File: src/rtl/dsp_pkg.sv
`default_nettype none
// +----------------------------------------------------------------------------+
// | dsp_pkg : shared mode encodings and parameter legality check for the MAC   |
// | Rev 1.0                                                                    |
// +----------------------------------------------------------------------------+
package dsp_pkg;

  typedef enum logic [1:0] {
    MODE_MUL  = 2'd0,
    MODE_MADD = 2'd1,
    MODE_ACC  = 2'd2,
    MODE_MSUB = 2'd3
  } mode_e;

  function automatic bit widths_ok(input int a_w, input int b_w, input int p_w,
                                   input int in_reg, input int shift, input int out_w);
    return (p_w >= a_w + b_w + 1) && (in_reg >= 1) && (in_reg <= 4) &&
           (shift >= 0) && (shift <= p_w - 2) && (out_w >= 2) && (out_w <= p_w - shift);
  endfunction

endpackage
`default_nettype wire

File: src/rtl/dsp_round_sat.sv
`default_nettype none
// +----------------------------------------------------------------------------+
// | dsp_round_sat : registered round-half-up, arithmetic shift and saturation  |
// | Rev 1.0                                                                    |
// +----------------------------------------------------------------------------+
module dsp_round_sat #(
  parameter int P_W   = 48,
  parameter int SHIFT = 16,
  parameter int OUT_W = 16
) (
  input  logic                    clk,
  input  logic                    rst,
  input  logic                    ce,
  input  logic                    in_valid,
  input  logic signed [P_W-1:0]   p,
  output logic                    y_valid,
  output logic signed [OUT_W-1:0] y,
  output logic                    ovf
);

  localparam logic signed [P_W:0] C_ONE   = {{P_W{1'b0}}, 1'b1};
  localparam logic signed [P_W:0] C_Y_MAX = {{(P_W-OUT_W+2){1'b0}}, {(OUT_W-1){1'b1}}};
  localparam logic signed [P_W:0] C_Y_MIN = ~C_Y_MAX;

  logic signed [P_W:0] rnd;
  logic signed [P_W:0] p_ext;
  logic signed [P_W:0] r;
  logic signed [P_W:0] rs;

  logic signed [OUT_W-1:0] y_q, y_d;
  logic                    ovf_q, ovf_d;
  logic                    y_valid_q, y_valid_d;

  if (SHIFT == 0) begin : g_no_round
    assign rnd = '0;
  end else begin : g_round
    assign rnd = C_ONE <<< (SHIFT - 1);
  end

  // One guard bit keeps the rounding add from wrapping near full scale.
  assign p_ext = {p[P_W-1], p};
  assign r     = p_ext + rnd;
  assign rs    = r >>> SHIFT;

  always_comb begin
    y_d       = y_q;
    ovf_d     = ovf_q;
    y_valid_d = y_valid_q;
    if (ce) begin
      y_valid_d = in_valid;
      if (in_valid) begin
        if (rs > C_Y_MAX) begin
          y_d   = C_Y_MAX[OUT_W-1:0];
          ovf_d = 1'b1;
        end else if (rs < C_Y_MIN) begin
          y_d   = C_Y_MIN[OUT_W-1:0];
          ovf_d = 1'b1;
        end else begin
          y_d   = rs[OUT_W-1:0];
          ovf_d = 1'b0;
        end
      end
    end
  end

  always_ff @(posedge clk or posedge rst) begin
    if (rst) begin
      y_q       <= '0;
      ovf_q     <= 1'b0;
      y_valid_q <= 1'b0;
    end else begin
      y_q       <= y_d;
      ovf_q     <= ovf_d;
      y_valid_q <= y_valid_d;
    end
  end

  assign y       = y_q;
  assign ovf     = ovf_q;
  assign y_valid = y_valid_q;

endmodule
`default_nettype wire

File: src/rtl/dsp_mac_pipe.sv
`default_nettype none
// +----------------------------------------------------------------------------+
// | dsp_mac_pipe : signed multiply-accumulate pipeline with rounded output     |
// | Rev 1.0                                                                    |
// +----------------------------------------------------------------------------+
module dsp_mac_pipe
  import dsp_pkg::*;
#(
  parameter int A_W    = 25,
  parameter int B_W    = 18,
  parameter int P_W    = 48,
  parameter int IN_REG = 2,
  parameter int SHIFT  = 16,
  parameter int OUT_W  = 16
) (
  input  logic                    clk,
  input  logic                    rst,
  input  logic                    ce,
  input  logic                    in_valid,
  input  logic signed [A_W-1:0]   a,
  input  logic signed [B_W-1:0]   b,
  input  logic signed [P_W-1:0]   pci,
  input  logic [1:0]              mode,
  input  logic                    acc_first,
  output logic                    p_valid,
  output logic signed [P_W-1:0]   p,
  output logic                    y_valid,
  output logic signed [OUT_W-1:0] y,
  output logic                    ovf
);

  localparam int C_M_W = A_W + B_W;

  if (!widths_ok(A_W, B_W, P_W, IN_REG, SHIFT, OUT_W)) begin : g_param_check
    $error("dsp_mac_pipe: illegal width/depth parameter combination");
  end

  // Input register chain
  logic signed [A_W-1:0] a_q     [IN_REG];
  logic signed [A_W-1:0] a_d     [IN_REG];
  logic signed [B_W-1:0] b_q     [IN_REG];
  logic signed [B_W-1:0] b_d     [IN_REG];
  logic signed [P_W-1:0] pci_q   [IN_REG];
  logic signed [P_W-1:0] pci_d   [IN_REG];
  mode_e                 mode_q  [IN_REG];
  mode_e                 mode_d  [IN_REG];
  logic                  first_q [IN_REG];
  logic                  first_d [IN_REG];
  logic                  vld_q   [IN_REG];
  logic                  vld_d   [IN_REG];

  always_comb begin
    a_d     = a_q;
    b_d     = b_q;
    pci_d   = pci_q;
    mode_d  = mode_q;
    first_d = first_q;
    vld_d   = vld_q;
    if (ce) begin
      a_d[0]     = a;
      b_d[0]     = b;
      pci_d[0]   = pci;
      mode_d[0]  = mode_e'(mode);
      first_d[0] = acc_first;
      vld_d[0]   = in_valid;
      for (int i = 1; i < IN_REG; i++) begin
        a_d[i]     = a_q[i-1];
        b_d[i]     = b_q[i-1];
        pci_d[i]   = pci_q[i-1];
        mode_d[i]  = mode_q[i-1];
        first_d[i] = first_q[i-1];
        vld_d[i]   = vld_q[i-1];
      end
    end
  end

  always_ff @(posedge clk or posedge rst) begin
    if (rst) begin
      for (int i = 0; i < IN_REG; i++) begin
        a_q[i]     <= '0;
        b_q[i]     <= '0;
        pci_q[i]   <= '0;
        mode_q[i]  <= MODE_MUL;
        first_q[i] <= 1'b0;
        vld_q[i]   <= 1'b0;
      end
    end else begin
      a_q     <= a_d;
      b_q     <= b_d;
      pci_q   <= pci_d;
      mode_q  <= mode_d;
      first_q <= first_d;
      vld_q   <= vld_d;
    end
  end

  // Product stage: operands are sign-extended to full width so the low bits are exact
  logic [C_M_W-1:0]      prod;
  logic signed [P_W-1:0] m_q, m_d;
  logic signed [P_W-1:0] mpci_q, mpci_d;
  mode_e                 mmode_q, mmode_d;
  logic                  mfirst_q, mfirst_d;
  logic                  mvld_q, mvld_d;

  assign prod = {{B_W{a_q[IN_REG-1][A_W-1]}}, a_q[IN_REG-1]} *
                {{A_W{b_q[IN_REG-1][B_W-1]}}, b_q[IN_REG-1]};

  always_comb begin
    m_d      = m_q;
    mpci_d   = mpci_q;
    mmode_d  = mmode_q;
    mfirst_d = mfirst_q;
    mvld_d   = mvld_q;
    if (ce) begin
      m_d      = {{(P_W-C_M_W){prod[C_M_W-1]}}, prod};
      mpci_d   = pci_q[IN_REG-1];
      mmode_d  = mode_q[IN_REG-1];
      mfirst_d = first_q[IN_REG-1];
      mvld_d   = vld_q[IN_REG-1];
    end
  end

  // Result stage: p doubles as the accumulator and wraps modulo 2^P_W
  logic signed [P_W-1:0] p_q, p_d;
  logic                  p_valid_q, p_valid_d;

  always_comb begin
    p_d       = p_q;
    p_valid_d = p_valid_q;
    if (ce) begin
      p_valid_d = mvld_q;
      if (mvld_q) begin
        case (mmode_q)
          MODE_MUL:  p_d = m_q;
          MODE_MADD: p_d = mpci_q + m_q;
          MODE_MSUB: p_d = mpci_q - m_q;
          MODE_ACC:  p_d = mfirst_q ? m_q : (p_q + m_q);
          default:   p_d = p_q;
        endcase
      end
    end
  end

  always_ff @(posedge clk or posedge rst) begin
    if (rst) begin
      m_q       <= '0;
      mpci_q    <= '0;
      mmode_q   <= MODE_MUL;
      mfirst_q  <= 1'b0;
      mvld_q    <= 1'b0;
      p_q       <= '0;
      p_valid_q <= 1'b0;
    end else begin
      m_q       <= m_d;
      mpci_q    <= mpci_d;
      mmode_q   <= mmode_d;
      mfirst_q  <= mfirst_d;
      mvld_q    <= mvld_d;
      p_q       <= p_d;
      p_valid_q <= p_valid_d;
    end
  end

  assign p       = p_q;
  assign p_valid = p_valid_q;

  dsp_round_sat #(
    .P_W  (P_W),
    .SHIFT(SHIFT),
    .OUT_W(OUT_W)
  ) u_round_sat (
    .clk     (clk),
    .rst     (rst),
    .ce      (ce),
    .in_valid(p_valid_q),
    .p       (p_q),
    .y_valid (y_valid),
    .y       (y),
    .ovf     (ovf)
  );

endmodule
`default_nettype wire

File: config.mk
export PLATFORM = sky130hd
export DESIGN_NAME = dsp_mac_pipe
export DESIGN_NICKNAME = d
export VERILOG_FILES = /design/src/rtl/dsp_pkg.sv /design/src/rtl/dsp_round_sat.sv /design/src/rtl/dsp_mac_pipe.sv
export SDC_FILE = /design/constraint.sdc
export NUM_CORES = 2
export LEC_CHECK = 0
export CELL_PAD_IN_SITES_DETAIL_PLACEMENT = 1
export CELL_PAD_IN_SITES_GLOBAL_PLACEMENT = 1
export CORE_ASPECT_RATIO = 1.1
export CORE_MARGIN = 1.5
export CORE_UTILIZATION = 53
export DETAILED_ROUTE_END_ITERATION = 6
export GPL_ROUTABILITY_DRIVEN = 0
export PLACE_DENSITY = 0.85
export SLEW_MARGIN = 10
export SYNTH_ARGS = -nofsm -noshare
export SYNTH_HDL_FRONTEND = slang
export SYNTH_HIERARCHICAL = 1
export SYNTH_SLANG_ARGS = --single-unit
File: constraint.sdc
create_clock -name clk -period 17.12 [get_ports clk]
set_input_delay 3.424 -clock clk [delete_from_list [all_inputs] [get_ports clk]]
set_output_delay 3.424 -clock clk [all_outputs]
set_load 0.02 [all_outputs]
**Word level (Yosys, flattened, before mapping)**

Index checks and enable logic that the tools add are counted.

- Output and inout port bits: 67
- Register bits: 352

- Multipliers: 1
- Reductions and logical operators: 3
- Magnitude comparators: 2
- Equality and inequality tests: 3
- Add/sub/neg operators: 4
- Mux-type cells: 6

Operators with widths:

| cell | number |
|---|---|
| $pmux W48 S4 | 1 |
| $add A48 B43 Y48 | 2 |
| $add A48 B17 Y49 const B | 1 |
| $mux W48 | 1 |
| $sub A48 B43 Y48 | 1 |
| $mul A25 B18 Y43 | 1 |
| $gt A33 B16 Y1 const B | 1 |
| $lt A33 B16 Y1 const B | 1 |
| $mux W16 | 2 |
| $eq A2 B2 Y1 const B | 2 |
| $reduce_and A2 Y1 | 2 |
| $eq A2 B1 Y1 const B | 1 |
| $logic_not A2 Y1 | 1 |
| $mux W1 | 2 |

**Depth between registers and ports, before layout**

- Depth after elaboration: 4
- Depth in mapped cells: 27
- Mapped depth without buffers: 25

**Cells and area by module**

The synthesis kept the hierarchy.

Modules (own cells, without submodules):

| module | times used | seq. area each (um^2) | area an instance (um^2) | cells each |
|---|---|---|---|---|
| dsp_mac_pipe | 1 | 8,358.0 | 35,068.6 | 3,641 |
| dsp_round_sat | 1 | 450.4 | 1,549.0 | 183 |

**Worst setup path after synthesis**

No wires, ideal clock.

- Kind: register to register
- From: reg a_q[6] (netlist name)
- To: reg m_q[41]
- Period minus slack after synthesis: 6.859 ns
- Required time: 16.995 ns
- Stages on the path, launching flop included: 26
- Setup slack: 10.261 ns
- Data arrival time: 6.735 ns
- Cell sequence: dfrtp_1 > clkbuf_1 > clkbuf_1 > nand2_1 > fa_1 > inv_1 > fa_1 > fa_1 > fa_1 > fa_1 > inv_1 > fa_1 > inv_1 > ha_1 > buf_2 > a21o_1 > a221o_1 > a221oi_1 > o21ai_1 > nor3b_1 > o31a_1 > o41ai_4 > o221ai_1 > a21oi_1 > xnor2_1 > mux2_2

- Cells in the longest elaborated chain, start to end: 1

Ends and longest elaborated chain:

| element | line | text |
|---|---|---|
| start: declaration | dsp_mac_pipe.sv:39 | `logic signed [A_W-1:0] a_q [IN_REG];` |
| start signal: indexed assignment | dsp_mac_pipe.sv:80 | `a_q[i] <= '0;` |
| start signal: assignment | dsp_mac_pipe.sv:88 | `a_q <= a_d;` |
| $mul A25 B18 Y43 | dsp_mac_pipe.sv:105 | `assign prod = {{B_W{a_q[IN_REG-1][A_W-1]}}, a_q[IN_REG-1]} *` |
| end signal: assignment | dsp_mac_pipe.sv:154 | `m_q <= m_d;` |
| end: declaration | dsp_mac_pipe.sv:99 | `logic signed [P_W-1:0] m_q, m_d;` |

No other way between the ends.
A chain may end at the register's enable or synchronous reset.

**Worst setup path after layout**

- From: reg b_q[11] (netlist name)
- To: reg m_q[42] (netlist name)

- Cells in the longest elaborated chain, start to end: 1

Ends and longest elaborated chain:

| element | line | text |
|---|---|---|
| start: declaration | dsp_mac_pipe.sv:41 | `logic signed [B_W-1:0] b_q [IN_REG];` |
| start signal: indexed assignment | dsp_mac_pipe.sv:81 | `b_q[i] <= '0;` |
| start signal: assignment | dsp_mac_pipe.sv:89 | `b_q <= b_d;` |
| $mul A25 B18 Y43 | dsp_mac_pipe.sv:105 |  |

No other way between the ends.

==> results_dict.tcl <==
set metrics [dict create \
    critPathCaptureType "register" \
    cp_slowest_stage_delay_ns 1.02 \
    die_x_um 253.6 \
    diodes 0 \
    met2_usage_pct 57.15 \
    max_slew_margin_pct 26.25 \
    crit_fanout 26 \
    hold_violations 0 \
    track_usage_pct 32.45 \
    outcome "finished clean" \
    syn_nets 4568 \
    cap_viol_max_count 0 \
    cp.depth 24 \
    ctsHtreeMaxLevel 2 \
    min_to "u_round_sat/y[15]" \
    area_delta_synth_final_pct 9.882 \
    clk_path_buf_depth 3 \
    timing.rr.start "b_q[11]" \
    path_common_cell "fa_1" \
    yosysWarnings 6 \
    path_class "reg2reg" \
    met3_usage_pct 4.931 \
    reg2reg_to "m_q[42]" \
    rsz0062_at_grt "false" \
    cts-resized-gates 0 \
    dp_hpwl_mm 84.70 \
    grt_max_degree 89 \
    wirelength_mm 111.2 \
    coreArea_mm2 0.06807 \
    drt_iter0_markers 1744 \
    firstDrtPassIters 5 \
    rr_worst_depth 24 \
    cts.sinks 352 \
    cp_num_buf_inv 5 \
    setup_viol_count_final 0 \
    hp-start "u_round_sat/y[15]" \
    post-cts-setup-buffer-count 0 \
    dieArea_mm2 0.07068 \
    timing.fmax_mhz 125.0 \
    synth_area_leaders "fa_1 (24%), dfrtp_1 (24%), mux2_2 (8.4%)" \
    drc_errors 0 \
    crit_path_cell_trace "nand2_1 -> fa_1 -> inv_1 -> fa_1 -> inv_1 -> fa_1 -> inv_1 -> fa_1 -> fa_1 -> inv_1 -> fa_1 -> inv_1 -> ha_1 -> a21oi_1 -> a21boi_0 -> a311oi_1 -> a211oi_1 -> a211oi_2 -> a21oi_1 -> nor4_2 -> o31ai_1 -> a211oi_1 -> xnor2_1 -> mux2_2" \
    ant_nets 0 \
    grtUsageMet1_pct 39.82 \
    cp_top_family "adder cells" \
    initial_utilization_pct 53.80 \
    io_pins 165 \
    hold_path_depth 1 \
    nets 4603 \
    synth_top_area_cell "fa_1" \
    async_flop_share_pct 100.0 \
    cts_buffers 42 \
    busiest_layer "met2" \
    slowest_stage "dfrtp_1" \
    synth_cells 3824 \
    r2r_slack_ns 9.12 \
    synth_top_area_share_pct 24.22 \
    avgViaCountPerCell 5.899 \
    worstPathArrival_ns 8.47 \
    min_path_type "reg2reg" \
    wl_per_cell_um 23.12 \
    ys.flop_type "dfrtp_1" \
    maxSlewViolCount 0 \
    fin_setup_tns_ns 0 \
    fin_crit_sh_pct 46.71 \
    antenna_found_initial 0 \
    synth_seq_area_share_pct 24.06 \
    cts_root_buf "clkbuf_16" \
    cts_tree "done" \
    ys_top_cells_by_count "inv_1 (568), nand2_1 (449), fa_1 (443)" \
    cts.reportedPaths.clkPinSlew_ns 0.06 \
    postCtsHoldBufs 0 \
    tightest_slew_ns 1.106 \
    vias 28380 \
    rows 100 \
    synth_area_mm2 0.03662 \
    clkLatencyLatePin_ns 0.60 \
    ys_ff_latch 352 \
    grt_pass1_vias 32080 \
    holdWs_ns 0.4834 \
    grt_pass1_wl_mm 178.5 \
    nFillCells 7642 \
    crit_path_start_kind "register" \
    skew_ns 0.03113 \
    period_minus_slack_ns 7.997 \
    fin_area_mm2 0.04024 \
    final_util_pct 59.11 \
    grt_overflow_total 0 \
    avgSynthCellArea_um2 9.576 \
    synth.distinct_cells 92 \
    place_area_mm2 0.03885 \
    numPortBuffers 164 \
    die_h_um 278.7 \
    drive_above_1_share_pct 10.71 \
    synth-edff-count 0 \
    crit_required_ns 17.59 \
    yosysMostFrequentCell "inv_1" \
]
## through the flow
step	setup slack, ns	instances
final	9.123	4811
after global routing	8.856	4811
after CTS	9.214	4811
after detailed placement	9.267	4733
after global placement	9.676	4733
after floorplan	4.443	3824
## worst reg2reg max path: cells and delay by family, from the launching register on
| kind | cells | cell delay, ns |
|---|---|---|
| AND/OR/NAND/NOR | 2 | 0.52 |
| AO/OA/AOI/OAI | 8 | 2.08 |
| adder cells (fa/ha/maj) | 7 | 3.58 |
| buffers and inverters | 5 | 0.29 |
| flip-flops | 1 | 1.02 |
| XOR/XNOR | 1 | 0.11 |
| multiplexers | 1 | 0.30 |
## state kept, by name, indices dropped and copies added, names as in the netlist
signal	count
a_q	50
b_q	36
first_q	2
m_q	43
mfirst_q	1
mmode_q	2
mode_q	4
mpci_q	48
mvld_q	1
p	48
p_valid	1
pci_q	96
u_round_sat/ovf	1
u_round_sat/y	16
u_round_sat/y_valid	1
vld_q	2
## placed cells by master, fill, tap and decap left out, types with 63 or more instances in the layout
cell	Yosys	routed
dfrtp_1	352	351
nor2_1	152	151
xor2_1	63	63
inv_1	568	567
xnor2_1	126	126
o21ai_0	109	109
clkdlybuf4s50_1	0	163
a21oi_1	158	158
fa_1	443	443
a21o_1	87	87
and2_1	168	168
nand2_1	449	448
ha_1	203	203
mux2_2	273	273
## final cells by class
| cell class | instances | area, um^2 | share of cell area (%) |
|---|---|---|---|
| multi-input combinational | 2705 | 24920 | 61.93 |
| sequential | 352 | 8810 | 21.90 |
| inverter | 569 | 2143 | 5.327 |
| timing repair buffer | 189 | 1834 | 4.559 |
| clock buffer | 53 | 1154 | 2.867 |
| tap | 918 | 1149 | 2.855 |
| clock inverter | 25 | 229.0 | 0.5691 |
## logic make-up after synthesis
group           synth area share (%)
buf+inv                        7.910
mux                            8.641
flops                          24.06
simple gates                   12.96
fa+ha+maj                      31.16
compound gates                 10.76
xor+xnor                       4.521
## routing by layer
layer | vias up | share of wire (%) | wire [um]
met5 | - | 0 | 0
met2 | 924 | 50 | 56000
met3 | 283 | 5.8 | 6480
met4 | 0 | 4.1 | 4606
li1 | 12490 | - | -
met1 | 14680 | 40 | 44140
## how the worst max path moves through the flow
stage,start,slack [ns],to
global route,b_q[11],8.86,m_q[42]
finish,b_q[11],9.12,m_q[42]
global placement,b_q[12],9.68,m_q[41]
detailed placement,b_q[11],9.27,m_q[42]
CTS,b_q[11],9.21,m_q[42]
floorplan,rst,4.44,a_q[0]
Power is left out: the tool's default activity adds up to more than one toggle a clock period on the data nets, which glitch-free logic cannot reach.
==> edit: new RTL, same flow settings <==
`A_W`: 25 -> 29.
--- a/src/rtl/dsp_mac_pipe.sv
+++ b/src/rtl/dsp_mac_pipe.sv
@@ -6,7 +6,7 @@
 module dsp_mac_pipe
   import dsp_pkg::*;
 #(
-  parameter int A_W    = 25,
+  parameter int A_W    = 29,
   parameter int B_W    = 18,
   parameter int P_W    = 48,
   parameter int IN_REG = 2,
Ports: changed (resized a); port bits go from 165 to 169. No check against the original RTL was run, so the function may have changed too.
==> edit against the original RTL <==
- die area grew 7.2%
- routed wire length grew 4.3%
- sequential cell count is 12 higher
- largest cell class unchanged
- area after synthesis up 7.3%
- setup slack improved by 0.13 ns
- design area grew 7.0%
- critical path type unchanged
- worst hold slack got worse by 0.0089 ns
- synthesized cell count grew 7.0%
Power is left out: the tool's default activity adds up to more than one toggle a clock period on the data nets, which glitch-free logic cannot reach.
==> edit: results (changes against the original RTL) <==
[min_path]
min_from = a_q[30]
min_to = a_q[1]

[place]
post-dp-hpwl_mm = 90.4  ; +6.8%
port_buffers = 168  ; +2.4%

[critical_path]
max_stage_delay_ns = 1.13  ; +0.11 ns
worstSetupStartpoint = b_q[5]
endpoint = m_q[43]
reg2reg_to = m_q[43]
cp_max_fo = 30  ; +15%
r2r_slack_ns = 9.25  ; +0.13 ns
arrival_ns = 8.28  ; -0.19 ns
rr_worst_depth = 22  ; -8.3%

[route]
routed_via_density = 5.87  ; -0.48%
drt-pass1-iter-count = 7  ; +2
first_iter_violations = 2122  ; +22%
totalWireLength_mm = 116  ; +4.3%

[layout]
layout.nonclk_buf_frac = 0.0440  ; -0.00157
drive_gt1_frac = 0.105  ; -0.00213
design.seq.count = 364  ; +3.4%
multi_input_area_um2 = 27000  ; +8.4%
inverters = 630  ; +11%
top_regs = pci_q: 96 flops, a_q: 58 flops
clock_area_frac = 0.0336  ; -0.000723
buffers = 194  ; +2.6%
regArea_um2 = 9110  ; +3.4%
nNetsFinal = 4942  ; +7.4%
clkbuf_count = 56  ; +5.7%

[grt]
grt_pass1_wl_mm = 188  ; +5.4%
grt_max_degree = 157  ; +76%
grtUsageTotal = 0.314  ; -0.0108
grt_pass1_vias = 34079  ; +6.2%

[outcome]
status = finished, final reports clean

[clocking]
cts_buffers = 43  ; +2.4%

[yosys]
ys_types = 100  ; +8.7%
synth_common_cells = inv_1, fa_1, nand2_1
ys_warn_count = 6  ; unchanged
netlist_top_cells_area = fa_1, dfrtp_1, mux2_2
yosysSeqAreaShare = 0.232  ; -0.00873

[timing]
relSlewSlack = 0.137  ; -0.126

==> edit: per-stage QoR <==
stage	cell area, µm²	setup WS, ns	cells	hold slack [ns]	util
after floorplan	39300	4.10	4091	0.446	-
after global placement	41600	9.64	5031	0.460	0.568
after detailed placement	41600	9.27	5031	0.467	0.568
after CTS	43000	9.30	5107	0.479	0.587
after global routing	43000	8.88	5107	0.506	0.587
final	43000	9.25	5107	0.475	0.587
==> edit: routing by layer <==
layer  track usage  up-vias  wire length [µm]
met5             0        -                 0
met4         0.115        0              4060
met3        0.0389      263              5620
met2         0.559      900             58300
met1         0.393    15566             48000
li1              -    13251                 -
==> edit: cell families after synthesis <==
kind of cell,after synthesis,synth area share
flip-flops,364,0.232
multiplexers,291,0.0832
adder cells (fa/ha/maj),718,0.325
XOR/XNOR,200,0.0446
AND/OR/NAND/NOR,1075,0.133
buffers and inverters,838,0.0809
AO/OA/AOI/OAI,605,0.101
